**src/rtl/i2c_slave_pkg.sv**
```systemverilog
// Shared types and bus constants for the I2C register-interface target.
package i2c_slave_pkg;

  typedef enum logic [2:0] {
    IDLE,
    ADDR,
    ADDR_ACK,
    PTR,
    WR_DATA,
    WR_ACK,
    RD_DATA,
    RD_ACK
  } i2c_slv_state_t;

  localparam logic       I2C_ACK        = 1'b0;
  localparam logic       I2C_NACK       = 1'b1;
  localparam logic [6:0] I2C_GCALL_ADDR = 7'h00;

endpackage

```
**src/rtl/i2c_slave_filter.sv**
```systemverilog
// Pad conditioner: 2-flop synchronizer, stability filter and edge pulses.
module i2c_slave_filter #(
  parameter int FILTER_LEN = 3
) (
  input  logic clk,
  input  logic rst,
  input  logic pad,
  output logic level,
  output logic rise,
  output logic fall
);

  logic       sync_p0;
  logic       sync_p1;
  logic [3:0] cnt;

  // Idle I2C lines are high, so everything resets to the released level.
  always_ff @(posedge clk) begin
    if (rst) begin
      sync_p0 <= 1'b1;
      sync_p1 <= 1'b1;
      cnt     <= 4'd0;
      level   <= 1'b1;
      rise    <= 1'b0;
      fall    <= 1'b0;
    end else begin
      sync_p0 <= pad;
      sync_p1 <= sync_p0;
      rise    <= 1'b0;
      fall    <= 1'b0;
      if (sync_p1 != level) begin
        if (cnt == 4'(FILTER_LEN - 1)) begin
          level <= sync_p1;
          rise  <= sync_p1;
          fall  <= ~sync_p1;
          cnt   <= 4'd0;
        end else begin
          cnt <= cnt + 4'd1;
        end
      end else begin
        cnt <= 4'd0;
      end
    end
  end

endmodule

```
**src/rtl/i2c_slave_regif.sv**
```systemverilog
// I2C target translating bus transfers into single-cycle register port accesses.
module i2c_slave_regif
  import i2c_slave_pkg::*;
#(
  parameter int FILTER_LEN = 3,
  parameter bit AUTO_INC   = 1'b1
) (
  input  logic       clk,
  input  logic       rst,
  input  logic [6:0] slave_addr_i,
  input  logic       scl_pad_i,
  input  logic       sda_pad_i,
  output logic       sda_pad_o,
  output logic       sda_padoen_o,
  output logic [7:0] reg_addr_o,
  output logic [7:0] reg_wdata_o,
  output logic       reg_we_o,
  output logic       reg_re_o,
  input  logic [7:0] reg_rdata_i,
  output logic       busy_o
);

  logic scl, scl_rise, scl_fall;
  logic sda, sda_rise, sda_fall;
  logic start_det, stop_det;

  i2c_slave_filter #(.FILTER_LEN(FILTER_LEN)) u_scl_filt (
    .clk   (clk),
    .rst   (rst),
    .pad   (scl_pad_i),
    .level (scl),
    .rise  (scl_rise),
    .fall  (scl_fall)
  );

  i2c_slave_filter #(.FILTER_LEN(FILTER_LEN)) u_sda_filt (
    .clk   (clk),
    .rst   (rst),
    .pad   (sda_pad_i),
    .level (sda),
    .rise  (sda_rise),
    .fall  (sda_fall)
  );

  assign start_det = sda_fall & scl;
  assign stop_det  = sda_rise & scl;
  assign sda_pad_o = 1'b0;

  i2c_slv_state_t state;
  logic [3:0]     bit_cnt;
  logic [7:0]     shreg;
  logic [7:0]     byte_in;
  logic           rw;
  logic           load_pend;

  assign byte_in = {shreg[6:0], sda};

  // In the ACK states bit_cnt marks whether the 9th rising edge has been seen,
  // separating the falling edge that starts the ACK from the one that ends it.
  always_ff @(posedge clk) begin
    if (rst) begin
      state        <= IDLE;
      bit_cnt      <= 4'd0;
      rw           <= 1'b0;
      load_pend    <= 1'b0;
      sda_padoen_o <= 1'b1;
      busy_o       <= 1'b0;
      reg_addr_o   <= 8'h00;
      reg_wdata_o  <= 8'h00;
      reg_we_o     <= 1'b0;
      reg_re_o     <= 1'b0;
    end else begin
      reg_we_o  <= 1'b0;
      reg_re_o  <= 1'b0;
      load_pend <= reg_re_o;
      if (load_pend)
        shreg <= reg_rdata_i;
      if (AUTO_INC && (reg_we_o || reg_re_o))
        reg_addr_o <= reg_addr_o + 8'd1;

      if (stop_det) begin
        state        <= IDLE;
        busy_o       <= 1'b0;
        sda_padoen_o <= 1'b1;
        bit_cnt      <= 4'd0;
      end else if (start_det) begin
        state        <= ADDR;
        sda_padoen_o <= 1'b1;
        bit_cnt      <= 4'd0;
      end else begin
        case (state)
          ADDR: begin
            if (scl_rise) begin
              shreg   <= byte_in;
              bit_cnt <= bit_cnt + 4'd1;
              if (bit_cnt == 4'd7) begin
                bit_cnt <= 4'd0;
                if (byte_in[7:1] == slave_addr_i && byte_in[7:1] != I2C_GCALL_ADDR) begin
                  state  <= ADDR_ACK;
                  rw     <= byte_in[0];
                  busy_o <= 1'b1;
                end else begin
                  state  <= IDLE;
                  busy_o <= 1'b0;
                end
              end
            end
          end
          ADDR_ACK: begin
            if (scl_rise) begin
              bit_cnt <= 4'd1;
              if (rw)
                reg_re_o <= 1'b1;
            end else if (scl_fall) begin
              if (bit_cnt == 4'd0) begin
                sda_padoen_o <= I2C_ACK;
              end else begin
                bit_cnt <= 4'd0;
                if (rw) begin
                  sda_padoen_o <= shreg[7];
                  state        <= RD_DATA;
                end else begin
                  sda_padoen_o <= 1'b1;
                  state        <= PTR;
                end
              end
            end
          end
          PTR, WR_DATA: begin
            if (scl_rise) begin
              shreg   <= byte_in;
              bit_cnt <= bit_cnt + 4'd1;
              if (bit_cnt == 4'd7) begin
                bit_cnt <= 4'd0;
                state   <= WR_ACK;
                if (state == PTR) begin
                  reg_addr_o <= byte_in;
                end else begin
                  reg_wdata_o <= byte_in;
                  reg_we_o    <= 1'b1;
                end
              end
            end
          end
          WR_ACK: begin
            if (scl_rise) begin
              bit_cnt <= 4'd1;
            end else if (scl_fall) begin
              if (bit_cnt == 4'd0) begin
                sda_padoen_o <= I2C_ACK;
              end else begin
                bit_cnt      <= 4'd0;
                sda_padoen_o <= 1'b1;
                state        <= WR_DATA;
              end
            end
          end
          RD_DATA: begin
            if (scl_rise) begin
              shreg   <= {shreg[6:0], 1'b0};
              bit_cnt <= bit_cnt + 4'd1;
            end else if (scl_fall) begin
              if (bit_cnt == 4'd8) begin
                sda_padoen_o <= 1'b1;
                bit_cnt      <= 4'd0;
                state        <= RD_ACK;
              end else begin
                sda_padoen_o <= shreg[7];
              end
            end
          end
          RD_ACK: begin
            if (scl_rise) begin
              if (sda == I2C_NACK) begin
                state  <= IDLE;
                busy_o <= 1'b0;
              end else begin
                bit_cnt  <= 4'd1;
                reg_re_o <= 1'b1;
              end
            end else if (scl_fall && bit_cnt == 4'd1) begin
              bit_cnt      <= 4'd0;
              sda_padoen_o <= shreg[7];
              state        <= RD_DATA;
            end
          end
          default: state <= IDLE;
        endcase
      end
    end
  end

endmodule
```
**config.mk**
```make
export PLATFORM = sky130hd
export DESIGN_NAME = i2c_slave_regif
export DESIGN_NICKNAME = d
export VERILOG_FILES = /design/src/rtl/i2c_slave_pkg.sv /design/src/rtl/i2c_slave_filter.sv /design/src/rtl/i2c_slave_regif.sv
export SDC_FILE = /design/constraint.sdc
export NUM_CORES = 1
export LEC_CHECK = 0
export ABC_AREA = 1
export BUFFER_PORTS_ARGS = -buffer_cell sky130_fd_sc_hd__buf_2
export CAP_MARGIN = 30
export CORE_MARGIN = 8
export CORE_UTILIZATION = 40
export CTS_CLUSTER_SIZE = 40
export DETAILED_ROUTE_END_ITERATION = 7
export PLACE_DENSITY = 0.68
export SLEW_MARGIN = 40
export SYNTH_ARGS = -nofsm -noshare
export SYNTH_HDL_FRONTEND = slang
export SYNTH_SLANG_ARGS = --single-unit
```
**constraint.sdc**
```tcl
create_clock -name clk -period 1.5 [get_ports clk]
set_input_delay 0.15 -clock clk [delete_from_list [all_inputs] [get_ports clk]]
set_output_delay 0.15 -clock clk [all_outputs]
set_load 0.02 [all_outputs]
```
==> results.sh <==
export IMPL_synth_distinct_cells=40
export IMPL_final_nets=501
export IMPL_fill_cells=712
export IMPL_clkPwrFrac_pct=33.8
export IMPL_hold_viol_final=0
export IMPL_rrSetupSlack_ps=9
export IMPL_dr_pass1_iters=4
export IMPL_wl_um=7170
export IMPL_clk_latency_ps=310
export IMPL_cpPeakStageDelay_ps=350
export IMPL_grt_ovfl_total=0
export IMPL_dieArea_um2=10400
export IMPL_numCtsBuffers=5
export IMPL_cp_start_kind="flop"
export IMPL_power_switching_uw=609
export IMPL_final_antenna_net_count=0
export IMPL_hold_buffers=0
export IMPL_grt_use_total_pct=13.7
export IMPL_cts_sinks=55
export IMPL_r2r_start="state[1]"
export IMPL_design_core_area_um2=7210
export IMPL_min_from="scl_pad_i"
export IMPL_worstSetupPathType="flop to flop"
export IMPL_diodes=0
export IMPL_grt_pass1_wl_um=11600
export IMPL_synth_net_count=432
export IMPL_start_util_pct=41.1
export IMPL_seq_area_frac_synth_pct=39.8
export IMPL_final_util_pct=51.7
export IMPL_instances_no_fill=574
export IMPL_setup_viol=0
export IMPL_via_per_inst=4.85
export IMPL_path_cells="buf_4, nor2_4, a21oi_2, nor2_1, nor2_2, nand2_4, inv_4, o21ai_2, nor2_1"
export IMPL_boundaryPins=40
export IMPL_maxSlewViolCount=0
export IMPL_antenna_found_initial=0
export IMPL_synth_ff_type="dfxtp_1"
export IMPL_clock_path_buffers=2
export IMPL_drive_above_1_share_pct=32.6
export IMPL_pwr_share_comb_pct=5.7
export IMPL_min_path_type="primary input to flop"
export IMPL_cts_tree="done"
export IMPL_h_tree_depth=2
export IMPL_io_buffers=38
export IMPL_powerDensity_nw_per_um2=675
export IMPL_grt_max_degree=27
export IMPL_setup_slack_ps=9.46
export IMPL_syn2layout_area_growth_pct=25.8
export IMPL_gp_congestion=0.914
export IMPL_finalCritPeriodShare_pct=99.4
export IMPL_rows=31
export IMPL_die_x_um=102
export IMPL_place_ws_ps=-89.9
export IMPL_rsz0062_at_grt="true"
export IMPL_cts_clk_slew_worst_paths_ps=110
export IMPL_max_cap_viol_count=0
export IMPL_dp_hpwl_um=5170
export IMPL_drc_errors=0
export IMPL_place_inst=558
export IMPL_layout_min_cycle_time_ps=1490
export IMPL_r2r_end="bit_cnt[1]"
export IMPL_synth_area_um2=2970
export IMPL_status="finished, final reports clean"
export IMPL_die_y_um=102
export IMPL_p_sw_share_pct=24.2
export IMPL_syn_avg_cell_area_um2=7.32
export IMPL_cpLargestDelayFamily="simple AND/OR/NAND/NOR gates"
export IMPL_p_leak_uw=0.00180
export IMPL_cpMostUsedCell="nor2_1"
export IMPL_cpMaxStageDelayCell="dfxtp_2"
export IMPL_synth_edff_count=8
export IMPL_cp_startpoint="state[1]"
export IMPL_clock_skew_ps=5.56
export IMPL_seqPwrFrac_pct=60.5
export IMPL_worstSetupEndpoint="bit_cnt[1]"
export IMPL_reg2reg_depth=9
export IMPL_total_power_uw=2520
export IMPL_grt_pass1_vias=2638
export IMPL_synthCells=405
export IMPL_crit_buf_inv=2
export IMPL_drt_iter0_markers=153
export IMPL_cp_required_ps=1710
export IMPL_synthArstFlopShare_pct=0
export IMPL_vias=2786
export IMPL_endpoint_kind="flop"
export IMPL_cts_root_buf="clkbuf_8"
export IMPL_ys_seq_elements=55
export IMPL_ys_warn_count=0
export IMPL_cp_arrival_ps=1700
export IMPL_wl_per_cell_um=12.5
export IMPL_irDropWorstVdd_uv=522
export IMPL_cp_max_fo=5
export IMPL_internal_power_uw=1910
export IMPL_fmax_mhz=671
export IMPL_cp_num_cells=9
[routing by layer]
metal | vias up | track usage, % | routed length, µm
li1 | 1434 | - | -
met1 | 1294 | 16.3 | 3270
met2 | 54 | 23.4 | 3480
met3 | 4 | 3.07 | 335
met4 | 0 | 5.08 | 79
met5 | - | 0 | 0
[synth_stat cells, types with 2 or more instances]
cell type,count,area [µm²]
inv_2,12,45.0
buf_2,2,10.0
buf_4,3,22.5
nand2_4,2,22.5
nand3_1,22,110
nor2_4,4,45.0
o211ai_1,3,22.5
xnor2_1,7,61.3
a31oi_1,2,12.5
ha_1,8,100
inv_1,42,158
a21oi_1,22,110
xor2_1,5,43.8
o21ai_1,7,35.0
edfxtp_1,8,240
nand3b_1,2,15.0
nand4_1,5,31.3
nand2_1,90,338
o21ai_2,2,17.5
or2_2,4,25.0
a21oi_2,3,26.3
nand2_2,4,25.0
dfxtp_1,47,941
o21ai_0,27,135
nor2_2,3,18.8
clkbuf_1,3,11.3
nor2_1,51,191
buf_6,3,33.8
[state kept, by name, summed over array words and instances (netlist names), 3 cells and up]
| signal | cells |
|---|---|
| bit_cnt | 4 |
| reg_addr_o | 8 |
| reg_wdata_o | 8 |
| shreg | 8 |
| state | 3 |
| u_scl_filt.cnt | 4 |
| u_sda_filt.cnt | 4 |
[metrics by stage]
stage	hold slack, ps	area, µm²	TNS, ps
floorplan	254	2970	0
global placement	338	3420	-215
detailed placement	342	3420	-791
CTS	13.5	3560	0
global route	8.42	3730	-627
finish	22.8	3730	0
[layout make-up]
| class | count | area (µm²) | share of cell area (%) |
|---|---|---|---|
| repair buffers | 72 | 473 | 12.7 |
| clock inverters | 3 | 21.3 | 0.570 |
| multi-input cells | 286 | 1640 | 43.9 |
| inverters | 54 | 210 | 5.64 |
| clock buffers | 5 | 68.8 | 1.85 |
| flip-flops and latches | 55 | 1190 | 32.0 |
| well taps | 99 | 124 | 3.32 |
[power groups by stage]
stage | clock network, µW | registers (µW) | logic [µW]
2_1_floorplan | 0 | 1560 | 81.5
3_3_place_gp | 0 | 1560 | 140
3_5_place_dp | 0 | 1560 | 141
4_1_cts | 874 | 1530 | 142
5_1_grt | 938 | 1530 | 162
6_report | 850 | 1520 | 145
[layout by cell type, fill, tap and decap left out, types with 7 or more instances in the layout]
master	n
nand2_1	81
nor2_1	46
dfxtp_1	40
inv_1	38
buf_2	38
buf_4	29
o21ai_0	24
nand3_1	19
a21oi_1	17
inv_2	13
nand2_2	10
o21ai_1	9
a21oi_2	8
nor2_2	8
edfxtp_1	8
xnor2_1	7
[what timing repair did]
| item | 4_1_cts | 5_1_grt |
|---|---|---|
| pin swaps | 2 | 11 |
| endpoints found under the setup margin | 22 | 33 |
| cloned | 1 | 0 |
| gates resized for setup | 8 | 48 |
| buffers inserted | 2 | 5 |
[logic make-up (layout without fill, tap and decap cells)]
| family | after synthesis | after routing | synth area share (%) |
|---|---|---|---|
| simple gates | 191 | 192 | 29.5 |
| compound gates | 73 | 73 | 14.2 |
| buf+inv | 65 | 134 | 9.45 |
| flops | 55 | 55 | 39.8 |
| xor+xnor | 12 | 12 | 3.54 |
| fa+ha+maj | 8 | 8 | 3.38 |
| other cells | 1 | 1 | 0.126 |
[worst min-delay path by stage]
stage / endpoint / slack, ps / cells past startpoint
floorplan: u_scl_filt.sync_p0 / 250 / 1
global placement: u_sda_filt.sync_p0 / 340 / 2
detailed placement: u_scl_filt.sync_p0 / 340 / 2
CTS: u_scl_filt.sync_p0 / 10 / 2
global route: u_scl_filt.sync_p0 / 8 / 2
finish: u_scl_filt.sync_p0 / 20 / 2
Note: power is estimated with default switching activity, not from simulation.
